`src/rtl/mips_mc_controller.sv`:
```
// rtl/mips_mc_controller.sv - multicycle MIPS control FSM with retire counter
module mips_mc_controller (
    input  logic        clk,
    input  logic        rst,
    input  logic [5:0]  opcode,
    input  logic [5:0]  funct,
    input  logic        zero,
    output logic        regWrite,
    output logic        memRead,
    output logic        memWrite,
    output logic        irWrite,
    output logic        pcWrite,
    output logic [4:0]  ALUOperation,
    output logic [1:0]  sm1,
    output logic [1:0]  sm2,
    output logic [1:0]  sm3,
    output logic [1:0]  sm4,
    output logic [1:0]  sm5,
    output logic        done,
    output logic        illegal,
    output logic [31:0] instCount
);
    localparam logic [3:0] FETCH    = 4'd0;
    localparam logic [3:0] DECODE   = 4'd1;
    localparam logic [3:0] EX_R     = 4'd2;
    localparam logic [3:0] WB_R     = 4'd3;
    localparam logic [3:0] EX_I     = 4'd4;
    localparam logic [3:0] WB_I     = 4'd5;
    localparam logic [3:0] MEM_ADDR = 4'd6;
    localparam logic [3:0] MEM_RD   = 4'd7;
    localparam logic [3:0] WB_LW    = 4'd8;
    localparam logic [3:0] MEM_WR   = 4'd9;
    localparam logic [3:0] BRANCH   = 4'd10;
    localparam logic [3:0] JUMP     = 4'd11;
    localparam logic [3:0] JAL      = 4'd12;
    localparam logic [3:0] JR       = 4'd13;

    localparam logic [4:0] ALU_ADD = 5'd0;
    localparam logic [4:0] ALU_SUB = 5'd1;
    localparam logic [4:0] ALU_AND = 5'd2;
    localparam logic [4:0] ALU_OR  = 5'd3;
    localparam logic [4:0] ALU_SLT = 5'd4;

    logic [3:0]  state, next_state;
    logic [4:0]  alu_q, dec_alu;
    logic        is_lw_q;
    logic [31:0] count_q;
    logic        dec_illegal;

    logic        o_rw, o_mr, o_mw, o_ir, o_pw, o_done, o_ill;
    logic [4:0]  o_alu;
    logic [1:0]  o_sm1, o_sm2, o_sm3, o_sm4, o_sm5;

    // Decode is only meaningful in DECODE; the ALU op is latched there so EX/WB hold it.
    always_comb begin
        next_state  = FETCH;
        dec_alu     = ALU_ADD;
        dec_illegal = 1'b0;
        case (state)
            FETCH:    next_state = DECODE;
            DECODE: begin
                case (opcode)
                    6'h00: begin
                        case (funct)
                            6'h20: begin next_state = EX_R; dec_alu = ALU_ADD; end
                            6'h22: begin next_state = EX_R; dec_alu = ALU_SUB; end
                            6'h24: begin next_state = EX_R; dec_alu = ALU_AND; end
                            6'h25: begin next_state = EX_R; dec_alu = ALU_OR;  end
                            6'h2A: begin next_state = EX_R; dec_alu = ALU_SLT; end
                            6'h08: next_state = JR;
                            default: dec_illegal = 1'b1;
                        endcase
                    end
                    6'h08: begin next_state = EX_I; dec_alu = ALU_ADD; end
                    6'h0A: begin next_state = EX_I; dec_alu = ALU_SLT; end
                    6'h23, 6'h2B: next_state = MEM_ADDR;
                    6'h04: next_state = BRANCH;
                    6'h02: next_state = JUMP;
                    6'h03: next_state = JAL;
                    default: dec_illegal = 1'b1;
                endcase
            end
            EX_R:     next_state = WB_R;
            EX_I:     next_state = WB_I;
            MEM_ADDR: next_state = is_lw_q ? MEM_RD : MEM_WR;
            MEM_RD:   next_state = WB_LW;
            default:  next_state = FETCH;
        endcase
    end

    always_ff @(posedge clk) begin
        if (rst) begin
            state   <= FETCH;
            alu_q   <= ALU_ADD;
            is_lw_q <= 1'b0;
            count_q <= 32'd0;
        end else begin
            state <= next_state;
            if (state == DECODE) begin
                alu_q   <= dec_alu;
                is_lw_q <= (opcode == 6'h23);
            end
            if (o_done)
                count_q <= count_q + 32'd1;
        end
    end

    always_comb begin
        o_rw = 1'b0; o_mr = 1'b0; o_mw = 1'b0; o_ir = 1'b0; o_pw = 1'b0;
        o_done = 1'b0; o_ill = 1'b0; o_alu = ALU_ADD;
        o_sm1 = 2'd0; o_sm2 = 2'd0; o_sm3 = 2'd0; o_sm4 = 2'd0; o_sm5 = 2'd0;
        case (state)
            FETCH:    begin o_ir = 1'b1; o_pw = 1'b1; end
            DECODE:   o_ill = dec_illegal;
            EX_R:     o_alu = alu_q;
            WB_R:     begin o_alu = alu_q; o_sm1 = 2'd1; o_sm4 = 2'd1; o_sm2 = 2'd1; o_rw = 1'b1; o_done = 1'b1; end
            EX_I:     begin o_alu = alu_q; o_sm3 = 2'd1; end
            WB_I:     begin o_alu = alu_q; o_sm3 = 2'd1; o_sm4 = 2'd1; o_sm2 = 2'd1; o_rw = 1'b1; o_done = 1'b1; end
            MEM_ADDR: o_sm3 = 2'd1;
            MEM_RD:   begin o_sm3 = 2'd1; o_mr = 1'b1; end
            WB_LW:    begin o_sm3 = 2'd1; o_mr = 1'b1; o_sm2 = 2'd1; o_rw = 1'b1; o_done = 1'b1; end
            MEM_WR:   begin o_sm3 = 2'd1; o_mw = 1'b1; o_done = 1'b1; end
            BRANCH:   begin o_alu = ALU_SUB; o_sm5 = 2'd1; o_pw = zero; o_done = 1'b1; end
            JUMP:     begin o_sm5 = 2'd2; o_pw = 1'b1; o_done = 1'b1; end
            JAL:      begin o_sm5 = 2'd2; o_pw = 1'b1; o_done = 1'b1; o_sm1 = 2'd2; o_rw = 1'b1; end
            JR:       begin o_sm5 = 2'd3; o_pw = 1'b1; o_done = 1'b1; end
            default:  ;
        endcase
    end

    // Outputs are forced quiet while reset is held, whatever state the FSM was in.
    assign regWrite     = o_rw   & ~rst;
    assign memRead      = o_mr   & ~rst;
    assign memWrite     = o_mw   & ~rst;
    assign irWrite      = o_ir   & ~rst;
    assign pcWrite      = o_pw   & ~rst;
    assign done         = o_done & ~rst;
    assign illegal      = o_ill  & ~rst;
    assign ALUOperation = rst ? 5'd0 : o_alu;
    assign sm1          = rst ? 2'd0 : o_sm1;
    assign sm2          = rst ? 2'd0 : o_sm2;
    assign sm3          = rst ? 2'd0 : o_sm3;
    assign sm4          = rst ? 2'd0 : o_sm4;
    assign sm5          = rst ? 2'd0 : o_sm5;
    assign instCount    = rst ? 32'd0 : count_q;
endmodule

```
`config.mk`:
```
export PLATFORM = sky130hd
export DESIGN_NAME = mips_mc_controller
export DESIGN_NICKNAME = d
export VERILOG_FILES = /design/src/rtl/mips_mc_controller.sv
export SDC_FILE = /design/constraint.sdc
export NUM_CORES = 1
export LEC_CHECK = 0
export BUFFER_PORTS_ARGS = -buffer_cell sky130_fd_sc_hd__buf_2
export CORE_MARGIN = 2
export CORE_UTILIZATION = 51
export CTS_CLUSTER_DIAMETER = 200
export CTS_CLUSTER_SIZE = 40
export DETAILED_ROUTE_END_ITERATION = 10
export PLACE_DENSITY = 0.76
export SLEW_MARGIN = 20
export SYNTH_ARGS = -nofsm -noshare
export SYNTH_HDL_FRONTEND = slang
export SYNTH_SLANG_ARGS = --single-unit
```
`constraint.sdc`:
```
create_clock -name clk -period 2.45 [get_ports clk]
set_input_delay 0.3675 -clock clk [delete_from_list [all_inputs] [get_ports clk]]
set_output_delay 0.3675 -clock clk [all_outputs]
set_load 0.01 [all_outputs]
```
Yosys cells after proc, flatten, opt, wreduce, memory -nomap -nowiden:

Index checks and enable logic that the tools add are counted.
Widths: inputs -> output; s select.

* $add $sub $neg: 1
* eq/ne operators: 26
* mux-type cells: 28
* bitwise operators: 8
* reductions and logical operators: 16

Operators by type and width (number)
* $pmux 4 s6: 2
* $eq 6x6->1 const B: 7
* $add 32x1->32 const B: 1
* $mux 32: 1
* $eq 4x4->1 const B: 6
* $eq 6x4->1 const B: 3
* $eq 4x3->1 const B: 4
* $eq 6x2->1 const B: 2
* $pmux 3 s4: 1
* $reduce_or 4->1: 3
* $reduce_or 6->1: 2
* $mux 1: 10
* $mux 2: 5
* $pmux 5 s2: 1
* $reduce_or 2->1: 5
* $eq 4x2->1 const B: 2
* $pmux 4 s2: 1
* $reduce_or 8->1: 1
* $and 1x1->1: 7
* $reduce_or 7->1: 1
* $eq 6x3->1 const B: 1
* $logic_not 6->1: 1
* $pmux 2 s3: 1
* $pmux 3 s2: 1
* 9 further kinds: 10

* register bits after elaboration: 42
* output and inout port bits: 54

Logic depth before layout (Yosys ltp):

* depth after elaboration: 6
* mapped depth: 7
* gate-level depth less buffers: 6

Worst setup path after synthesis:

OpenSTA, ideal clock, no wires.

* path type: reg2reg
* from: reg count_q[0]
* to: reg count_q[26]
* data arrival time: 1752 ps
* required time: 2322 ps
* setup slack: 571 ps
* stages on the path, launching flop included: 8
* path through: dfxtp_1 -> ha_1 -> nand4_1 -> or3b_1 -> buf_2 -> nor4_2 -> xnor2_1 -> nor2_1

* word-level cells in the longest chain between the ends: 1

RTL lines
* from (decl): line 47 `logic [31:0] count_q;`
* from (signal assigned): line 104 `count_q <= count_q + 32'd1;`
* $add 32x1->32: line 104

No other way between the ends.
A chain may end at the register's enable or synchronous reset.

Final worst setup path:

* from: reg state[3]
* to: out regWrite

* word-level cells in the longest chain between the ends: 4

RTL lines
* from (decl): line 44 `logic [3:0] state, next_state;`
* from (signal assigned): line 98 `state <= next_state;`
* $eq 4x4->1, or another cell as far along: line 112 `case (state)`
* $reduce_or 4->1 (no source line) *
* $mux 1 *: line 112
* $and 1x1->1 *: line 132 `assign regWrite = o_rw & ~rst;`
* to (decl): line 8 `output logic regWrite,`

Every way passes the cells marked *; elsewhere a longest branch is shown, timed or not.

==> impl_results.md <==
- Instance count of the mapped netlist: 344
- Clock latency reported for the late side of the worst-skew pair: 0.30 ns
- Die Area: 5670 um^2
- Clock tree from TritonCTS: yes
- Post-Route WL: 5740 um
- Worst reg-to-reg setup slack: 0.34 ns
- Largest net degree at the start of global routing: 73
- Antenna Diode Count: 0
- Layout cells sized above 1: 22.8%
- Via count of the first global-routing pass: 2160
- Most frequent cells after synthesis: nor2_1 (57), dfxtp_1 (40), nor2b_1 (36)
- Element type at the critical path end: output port
- Headroom to the max-slew limit: 62.9%
- Drt initial violations: 157
- Distinct cells, synth: 48
- Status: finished, final reports clean
- Final core area utilization: 63.7%
- Routed vias/inst: 5.36
- Max Clock Freq: 0.437 GHz
- Post-cts resize count: 0
- Cell area after placement: 2940 um^2
- Y dimension of the die: 75.3 um
- Worst ir drop on vdd: 472 uV
- Count of input and output buffers: 63
- Area grow syn2layout: 18.3%
- Clock slew at the register clock pins of the worst setup and hold paths: 0.07 ns
- Number of synthesis warnings: 0
- Final count of hold timing violations: 0
- Largest cells by area after synthesis: dfxtp_1 (31%), nor2b_1 (8.7%), xnor2_1 (8.4%)
- Detail Placement HPWL: 4110 um
- Max_cap viols: 0
- Global-route usage over all layers: 20.9%
- Clock Tree Buf Depth: 2
- Net total in the final layout: 414
- Drt wl/cell: 12.3 um
- Final global-route overflow total: 0
- Portion of synthesized cell area occupied by the leading cell type: 30.9%
- Final count of pins violating max slew: 0
- Nature of the critical path startpoint: flip-flop
- Post-Synthesis Mean Instance Area: 7.54 um^2
- Core Rows: 25
- Leakage power figure: 1.19 nW
- Setup fix buffers added after clock tree synthesis: 0
- WS Path Type: reg -> out
- Maximum fanout count along the critical path: 12
- Antenna violations before repair: 0
- Initial Util: 53.8%
- Hold-fix buffers, CTS: 0
- Die W: 75.3 um
- Total non-filler cell area in the finished layout: 3070 um^2
- Portion of the clock cycle consumed by the worst path in the final layout: 93.4%
- Time the final worst path needs with I/O delays and setup: 2.29 ns
- Core Area: 4820 um^2
- CP Data Arrival Time: 1.92 ns
- Sequential element share of the synthesized area: 30.9%
- Most common flop cell mapped by yosys: dfxtp_1
- Placer Congestion: 0.896
- Number of top-level design ports: 69
- Number of synthesized register bits: 40
- First-pass iteration count of the detailed router: 4
- Worst EP required: 2.08 ns
- FFs w/ async S/R, synth: 0%
- Drt drc: 0
- Total Neg Setup Slack: 0 ns
- Clk root buf: clkbuf_8
- Worst Hold Path Cells: 4
- Clock Sink Count: 40
- Worst hold slack: 0.426 ns
- PwrDens: 437 nW/um^2
- Global-route wire length before repair: 9340 um
- Transition time of the tightest slew-check pin: 0.553 ns
- Count of flip-flops with a built-in enable after synthesis: 0
- Number of CTS-inserted buffers: 5
- Post-synthesis instance area: 2590 um^2
- Post-route antenna net violation count: 0
- Count leader, synth: nor2_1
- Overall power of the completed layout: 1.34 mW
- Routed vias: 2498
- Post-synth top area cell: dfxtp_1
- Count of final setup violators: 0
- H-tree depth: 2
- Setup repair after global routing missed its margin: false
- Final Skew: 0.00678 ns
- Worst hold path type: in -> reg
- Depth of the most critical reg-to-reg path: 5
[cells by family after synthesis]
| family | Yosys count | share of synthesized area, % |
|---|---|---|
| muxes | 5 | 2.03 |
| xor gates and xnor gates | 28 | 9.46 |
| and+or+nand+nor | 195 | 41.2 |
| buffers and inverters | 36 | 6.27 |
| other | 1 | 0.145 |
| adders and majority gates | 1 | 0.482 |
| DFF | 40 | 30.9 |
| AOI/OAI and AO/OA | 38 | 9.50 |
[final timing paths]
kind / from / endpoint
max: state[3]$_SDFF_PP0_ / regWrite
min reg2reg: alu_q[1]$_SDFFE_PP0P_ / alu_q[1]$_SDFFE_PP0P_
max reg2reg: state[3]$_SDFF_PP0_ / count_q[18]$_SDFFE_PP0N_
min: funct[3] / alu_q[1]$_SDFFE_PP0P_
[area by class of cell]
class | count | area, um^2
well taps | 67 | 83.8
clock inverters | 1 | 30.0
fillers | 453 | 1750
repair buffers | 69 | 373
inverters | 10 | 37.5
multi-input cells | 272 | 1650
flip-flops and latches | 40 | 802
clock buffers | 7 | 96.3
[sequential cells by signal (all words and copies together), names as in the netlist]
| register | count |
|---|---|
| count_q | 32 |
| alu_q | 3 |
| is_lw_q | 1 |
| state | 4 |
[placed cells by master, fill, tap and decap left out, types with 5 or more instances in the layout]
| cell type | instances |
|---|---|
| clkbuf_8 | 7 |
| nand3_1 | 12 |
| nor2b_1 | 36 |
| nor3_1 | 14 |
| xnor2_1 | 25 |
| nor4_1 | 8 |
| a21oi_1 | 15 |
| nand2_1 | 26 |
| dfxtp_1 | 39 |
| buf_4 | 5 |
| conb_1 | 5 |
| inv_1 | 10 |
| buf_2 | 63 |
| nor2_1 | 57 |
| nor4_2 | 6 |
| o21ai_0 | 8 |
| nand4_1 | 9 |
[routing by layer]
| metal | GRT usage, % | wire, um | part of all wire [%] |
|---|---|---|---|
| met2 | 33.7 | 2620 | 46 |
| met5 | 0 | 0 | 0 |
| met4 | 10.1 | 131 | 2.3 |
| met1 | 27.1 | 2680 | 47 |
| met3 | 3.70 | 306 | 5.3 |
[power by group]
part | total [mW] | internal (mW) | switching [mW]
registers | 0.654 | 0.652 | 0.00178
logic | 0.101 | 0.0346 | 0.0661
clock network | 0.587 | 0.359 | 0.227
total | 1.34 | 1.05 | 0.295
[worst max-delay path: stages (launching register included)]
cell and delay (ns):
dfxtp_1 0.57, nor2b_1 0.36, mux2i_1 0.14, o32a_1 0.21
nor2_1 0.11, or2_2 0.11, buf_2 0.11
[per-stage QoR]
step,instances,setup WS (ns)
detailed placement,458,0.363
global route,466,0.0260
floorplan,348,0.571
finish,466,0.162
global placement,458,0.380
CTS,466,0.136
(Power assumes the default switching activity.)
